<file path="config.mk">
export PLATFORM = sky130hd
export DESIGN_NAME = prog_timer
export DESIGN_NICKNAME = d
export VERILOG_FILES = /design/src/rtl/prog_timer_pkg.sv /design/src/rtl/prog_timer_ch.sv /design/src/rtl/prog_timer.sv
export SDC_FILE = /design/constraint.sdc
export NUM_CORES = 1
export LEC_CHECK = 0
export ABC_AREA = 1
export BUFFER_PORTS_ARGS = -buffer_cell sky130_fd_sc_hd__buf_2
export CORE_AREA = 2 2 124 126
export DETAILED_ROUTE_END_ITERATION = 12
export DIE_AREA = 0 0 126 128
export PLACE_DENSITY = 0.87
export RECOVER_POWER = 100
export SETUP_SLACK_MARGIN = 0.4
export SLEW_MARGIN = 30
export SYNTH_ARGS = -nofsm -noshare
export SYNTH_HDL_FRONTEND = slang
export SYNTH_HIERARCHICAL = 1
export SYNTH_SLANG_ARGS = --single-unit
</file>
<file path="constraint.sdc">
create_clock -name clk_i -period 4.65 [get_ports clk_i]
set_clock_uncertainty 0.05 [all_clocks]
set_input_delay 0.6975 -clock clk_i [delete_from_list [all_inputs] [get_ports clk_i]]
set_output_delay 0.6975 -clock clk_i [all_outputs]
set_load 0.01 [all_outputs]
</file>
<file path="src/rtl/prog_timer_pkg.sv">
// prog_timer_pkg
//   Shared types for the programmable timer block.
//   ch_state_e : per-channel control state (IDLE, RUN)
//   mode_e     : per-channel countdown mode (ONESHOT, PERIODIC)
package prog_timer_pkg;

  typedef enum logic {
    IDLE = 1'b0,
    RUN  = 1'b1
  } ch_state_e;

  typedef enum logic {
    ONESHOT  = 1'b0,
    PERIODIC = 1'b1
  } mode_e;

endpackage

</file>
<file path="src/rtl/prog_timer_ch.sv">
// prog_timer_ch
//   One independent countdown channel of the programmable timer.
//   Ports:
//     clk_i     - clock, rising edge
//     rst_i     - synchronous active-high reset
//     tick      - countdown enable shared by all channels
//     start     - one-cycle start/restart strobe (latches load and periodic)
//     abort     - one-cycle abort strobe
//     hold      - level, freezes a running channel
//     periodic  - mode sampled with start (0 one-shot, 1 periodic)
//     load      - load value N sampled with start
//     busy      - channel is in RUN
//     done      - registered one-cycle expiry pulse
//     done_nxt  - value done will take after the next edge (feeds the shared irq register)
//     count     - current counter value
module prog_timer_ch
  import prog_timer_pkg::*;
#(
  parameter int WIDTH_G = 16
) (
  input  logic               clk_i,
  input  logic               rst_i,
  input  logic               tick,
  input  logic               start,
  input  logic               abort,
  input  logic               hold,
  input  logic               periodic,
  input  logic [WIDTH_G-1:0] load,
  output logic               busy,
  output logic               done,
  output logic               done_nxt,
  output logic [WIDTH_G-1:0] count
);

  ch_state_e          state_q, state_n;
  mode_e              mode_q, mode_n;
  logic [WIDTH_G-1:0] count_q, count_n;
  logic [WIDTH_G-1:0] reload_q, reload_n;
  logic               done_q;
  logic               done_n;
  // Set on a one-shot expiry so the channel stays busy during the done
  // cycle and drops to IDLE on the following edge.
  logic               expired_q, expired_n;

  // State and datapath registers; reset clears everything including the
  // latched load value and mode.
  always_ff @(posedge clk_i) begin
    if (rst_i) begin
      state_q   <= IDLE;
      mode_q    <= ONESHOT;
      count_q   <= '0;
      reload_q  <= '0;
      done_q    <= 1'b0;
      expired_q <= 1'b0;
    end else begin
      state_q   <= state_n;
      mode_q    <= mode_n;
      count_q   <= count_n;
      reload_q  <= reload_n;
      done_q    <= done_n;
      expired_q <= expired_n;
    end
  end

  // Next-state logic. Priority is abort, then start, then hold, then the
  // tick-driven countdown. The done pulse is produced only by a genuine
  // expiry, so an abort or restart on the expiry cycle swallows it.
  always_comb begin
    state_n   = state_q;
    mode_n    = mode_q;
    count_n   = count_q;
    reload_n  = reload_q;
    done_n    = 1'b0;
    expired_n = expired_q;

    if (abort) begin
      state_n   = IDLE;
      count_n   = '0;
      expired_n = 1'b0;
    end else if (start) begin
      state_n   = RUN;
      count_n   = load;
      reload_n  = load;
      mode_n    = periodic ? PERIODIC : ONESHOT;
      expired_n = 1'b0;
    end else if (state_q == RUN && !hold) begin
      if (expired_q) begin
        state_n   = IDLE;
        expired_n = 1'b0;
      end else if (tick) begin
        if (count_q != '0) begin
          count_n = count_q - {{(WIDTH_G-1){1'b0}}, 1'b1};
        end else begin
          done_n = 1'b1;
          if (mode_q == PERIODIC) begin
            count_n = reload_q;
          end else begin
            expired_n = 1'b1;
          end
        end
      end
    end
  end

  assign busy     = (state_q == RUN);
  assign done     = done_q;
  assign done_nxt = done_n;
  assign count    = count_q;

endmodule

</file>
<file path="src/rtl/prog_timer.sv">
// prog_timer
//   Multi-channel programmable countdown timer with a shared interrupt.
//   Optional feature macro: PROG_TIMER_PRESC_EN enables a shared prescaler
//   that produces one tick every PRESC_G cycles; without it every cycle ticks.
//   Parameters: NUM_CH_G (1..16), WIDTH_G (2..32), PRESC_G (>=1)
//   Ports:
//     clk_i      - clock, rising edge
//     rst_i      - synchronous active-high reset
//     start_i    - per-channel start/restart strobe
//     abort_i    - per-channel abort strobe
//     hold_i     - per-channel hold level
//     periodic_i - per-channel mode, sampled with start_i
//     load_i     - per-channel load values, channel k at [k*WIDTH_G +: WIDTH_G]
//     busy_o     - per-channel RUN indication
//     done_o     - per-channel registered expiry pulse
//     count_o    - per-channel counter values, same packing as load_i
//     irq_o      - registered OR of all done pulses, aligned with done_o
module prog_timer
  import prog_timer_pkg::*;
#(
  parameter int NUM_CH_G = 4,
  parameter int WIDTH_G  = 16,
  parameter int PRESC_G  = 100
) (
  input  logic                        clk_i,
  input  logic                        rst_i,
  input  logic [NUM_CH_G-1:0]         start_i,
  input  logic [NUM_CH_G-1:0]         abort_i,
  input  logic [NUM_CH_G-1:0]         hold_i,
  input  logic [NUM_CH_G-1:0]         periodic_i,
  input  logic [NUM_CH_G*WIDTH_G-1:0] load_i,
  output logic [NUM_CH_G-1:0]         busy_o,
  output logic [NUM_CH_G-1:0]         done_o,
  output logic [NUM_CH_G*WIDTH_G-1:0] count_o,
  output logic                        irq_o
);

  logic                tick;
  logic [NUM_CH_G-1:0] done_nxt;
  logic                irq_q;

`ifdef PROG_TIMER_PRESC_EN
  localparam int PW = (PRESC_G > 1) ? $clog2(PRESC_G) : 1;
  localparam logic [PW-1:0] PRESC_LAST = PW'(PRESC_G - 1);

  logic [PW-1:0] presc_q;

  // Free-running divider shared by all channels; it is not resynchronised
  // by start, so the first tick of a fresh countdown lands anywhere within
  // one prescaler period.
  always_ff @(posedge clk_i) begin
    if (rst_i) begin
      presc_q <= '0;
    end else if (presc_q == PRESC_LAST) begin
      presc_q <= '0;
    end else begin
      presc_q <= presc_q + {{(PW-1){1'b0}}, 1'b1};
    end
  end

  assign tick = (presc_q == PRESC_LAST);
`else
  assign tick = 1'b1;
`endif

  for (genvar k = 0; k < NUM_CH_G; k++) begin : g_ch
    prog_timer_ch #(
      .WIDTH_G (WIDTH_G)
    ) u_ch (
      .clk_i    (clk_i),
      .rst_i    (rst_i),
      .tick     (tick),
      .start    (start_i[k]),
      .abort    (abort_i[k]),
      .hold     (hold_i[k]),
      .periodic (periodic_i[k]),
      .load     (load_i[k*WIDTH_G +: WIDTH_G]),
      .busy     (busy_o[k]),
      .done     (done_o[k]),
      .done_nxt (done_nxt[k]),
      .count    (count_o[k*WIDTH_G +: WIDTH_G])
    );
  end

  // The interrupt is registered from the channels' next-done values so it
  // rises and falls in exactly the same cycle as the done_o bits.
  always_ff @(posedge clk_i) begin
    if (rst_i) begin
      irq_q <= 1'b0;
    end else begin
      irq_q <= |done_nxt;
    end
  end

  assign irq_o = irq_q;

endmodule
</file>
==> flow_metrics.py <==
metrics = {
    "run_status": {
        "outcome": "complete, but fails checks",
        "violations": "max-capacitance violations, max-slew violations",
    },
    "placement": {
        "portBuffers": 154,
        "placedInstanceArea_um2": 9789,
        "dpl.hpwl_um": 17780,
        "gp_congestion": 0.9370,
    },
    "die": {
        "initial_utilization": 0.6092,
        "core-area_um2": 14860,
        "ios": 155,
        "rows": 45,
        "die_w_um": 126,
        "die_area_um2": 16130,
        "die_h_um": 128,
    },
    "final_layout": {
        "multiInputGateArea_um2": 5112,
        "syn_to_final_growth_pct": 13.09,
        "fin_area_um2": 10240,
        "nets": 1703,
        "fin_util": 0.6889,
        "diodes": 0,
        "seqCellArea_um2": 2903,
        "fillers": 1350,
        "drive_gt1_frac": 0.1138,
    },
    "logic_synthesis": {
        "syn-instance-count": 1477,
        "post_synth_instance_area_um2": 9055,
        "ys_ff_latch": 145,
        "synth_warnings": 6,
        "avgSynthCellArea_um2": 6.131,
        "synth.distinct_cells": 28,
        "synth-seq-area-share": 0.3206,
    },
    "critical_path": {
        "crit_fanout": 11,
        "reg2reg_to": "g_ch[2].u_ch/count[3]",
        "reg2reg_from": "g_ch[2].u_ch/count[0]",
        "startpoint": "g_ch[2].u_ch/count[0]",
        "reg2regPathDepth": 11,
        "crit_type": "reg2reg",
        "start_kind": "register",
        "rrSetupSlack_ns": 1.62,
        "crit_arrival_ns": 3.31,
        "required_ns": 4.92,
        "endpoint_kind": "register",
    },
    "pwr": {
        "intPower_mw": 2.467,
        "p_sw_mw": 1.165,
        "p_sw_frac": 0.3206,
        "seq_power_share": 0.373,
        "power_frac_comb": 0.234,
        "ir_drop_uv": 253.1,
        "total_power_mw": 3.632,
        "pwr-share-clk": 0.392,
        "p_leak_nw": 4.992,
        "powerDensity_nw_per_um2": 354.7,
    },
    "drt": {
        "via_per_inst": 5.378,
        "wirelength_um": 24860,
        "drc": 0,
        "drtAntennaViolNets": 0,
        "num_vias": 9755,
        "drt-pass1-iter-count": 6,
        "wl_per_cell_um": 13.71,
        "drtIter0Drc": 968,
    },
    "timing": {
        "post-route-period-util": 0.6526,
        "max-slew-margin-rel": -0.008301,
        "setup_viol": 0,
        "tightest_slew_ns": 1.512,
        "final_max_slew_viol_count": 30,
        "setup_tns_ns": 0,
        "period_needed_ns": 3.035,
        "fmax_mhz": 329.5,
        "hold_viol_final": 0,
        "rsz0062_at_grt": "no",
    },
    "global_routing": {
        "grt_usage": 0.3033,
        "grt_max_degree": 30,
        "grt_overflow": 0,
        "grt_pass1_wl_um": 40390,
        "antenna_found_initial": 0,
        "grt_pass1_vias": 8667,
    },
    "clocking": {
        "cts_tree": "yes",
        "clk_path_buf_depth": 2,
        "post-cts-setup-buffers": 0,
        "clk_pin_slew_ns": 0.06,
        "cts.sinks": 145,
        "htreeDepth": 4,
        "clock-root-buffer": "clkbuf_16",
        "cts_resized": 0,
        "insertion_delay_ns": 0.43,
        "ctsHoldBuffers": 0,
        "cts_made_buffers": 17,
    },
    "job": {
        "cap_violations": 1,
    },
    "hold_path": {
        "min_from": "g_ch[0].u_ch/reload_q[15]",
        "holdPathStages": 2,
        "hp-class": "reg2reg",
        "hold_end": "g_ch[0].u_ch/reload_q[15]",
    },
}
==> cells in the mapped netlist, drive strengths merged <==
| cell | n | area share |
|---|---|---|
| o21ai | 88 | 0.049 |
| inv | 186 | 0.077 |
| conb | 1 | 0.00041 |
| nor2 | 346 | 0.17 |
| clkbuf | 20 | 0.0083 |
| o21a | 2 | 0.0017 |
| nand4 | 8 | 0.0055 |
| buf | 24 | 0.025 |
| dfxtp | 145 | 0.32 |
| nor3 | 12 | 0.0088 |
| a221oi | 8 | 0.0077 |
| nand3 | 126 | 0.085 |
| ha | 8 | 0.011 |
| a21oi | 93 | 0.051 |
| nand2 | 394 | 0.17 |
| xor2 | 16 | 0.015 |
==> critical path, cell delays in order (launching register included) <==
cell and delay [ns]:
dfxtp_1 0.32, inv_1 0.11, ha_1 0.24, nand3_1 0.09, nor2_1 0.60, nand3_1 0.75, nand2_1 0.33, inv_1 0.15
nand2_1 0.08, nand3_1 0.06, nand2_1 0.08, inv_1 0.06
==> power groups by stage <==
stage               Sequential [mW]  Clock (mW)  Combinational [mW]
detailed placement             1.38           0               0.843
global placement               1.38           0               0.827
global route                   1.36        1.49               0.959
floorplan                      1.38           0               0.667
finish                         1.36        1.43               0.850
CTS                            1.35        1.44               0.854
==> cells by family (layout without fill, tap and decap cells) <==
kind of cell	after synthesis	count (layout)	synth area share
adders and majority gates	8	8	0.01105
and+or+nand+nor	886	886	0.4325
AOI/OAI and AO/OA	191	191	0.1094
buffers and inverters	230	372	0.1105
other	1	8	0.0004141
xor gates and xnor gates	16	16	0.01548
DFF	145	145	0.3206
==> how the worst max path moves through the flow <==
| stage | to | slack (ns) | cells past startpoint |
|---|---|---|---|
| 5_1_grt | g_ch[2].u_ch/count[3] | 1.36 | 11 |
| 6_report | g_ch[2].u_ch/count[3] | 1.62 | 11 |
| 2_1_floorplan | irq_o | 2.96 | 8 |
| 4_1_cts | g_ch[2].u_ch/count[3] | 2.45 | 11 |
| 3_3_place_gp | g_ch[2].u_ch/count[1] | 2.11 | 9 |
| 3_5_place_dp | irq_o | 2.30 | 8 |
==> flip-flops by register name (all words and copies together) (netlist names) <==
signal / count
g_ch.u_ch/expired_q: 4
g_ch.u_ch/busy: 4
irq_o: 1
g_ch.u_ch/done: 4
g_ch.u_ch/reload_q: 64
g_ch.u_ch/mode_q: 4
g_ch.u_ch/count: 64
==> layout make-up <==
| class | instances | area share |
|---|---|---|
| Clock buffer | 22 | 0.04729 |
| Clock inverter | 10 | 0.01283 |
| Inverter | 186 | 0.06818 |
| Multi-Input combinational cell | 1109 | 0.4993 |
| Sequential cell | 145 | 0.2835 |
| Tap cell | 188 | 0.02297 |
| Timing Repair Buffer | 154 | 0.06598 |
==> metrics by stage <==
step,hold WS (ns),std cells,setup slack (ns)
2_1_floorplan,0.3801,1484,2.955
3_3_place_gp,0.3913,1782,2.112
3_5_place_dp,0.3987,1782,2.296
4_1_cts,0.4071,1814,2.447
5_1_grt,0.4262,1814,1.365
6_report,0.4046,1814,1.615
==> layer usage <==
| layer | routed length, um | vias to the layer above | track usage |
|---|---|---|---|
| li1 | - | 4885 | - |
| met1 | 10600 | 4344 | 0.4040 |
| met2 | 11700 | 484 | 0.4981 |
| met3 | 2127 | 42 | 0.05134 |
| met4 | 435 | 0 | 0.1099 |
| met5 | 0 | - | 0 |
==> cells in the final DEF (no fill, tap or decap), drive strengths merged <==
cell type	synthesis	layout
a21oi	93	93
nor2	346	346
bufinv	0	3
nand3	126	126
inv	186	186
buf	24	78
clkinv	0	6
o21a	2	2
o21ai	88	88
dfxtp	145	145
nand4	8	8
nand2	394	394
clkinvlp	0	1
clkbuf	20	98
xor2	16	16
nor3	12	12
ha	8	8
a221oi	8	8
conb	1	8
(Power assumes the default switching activity.)
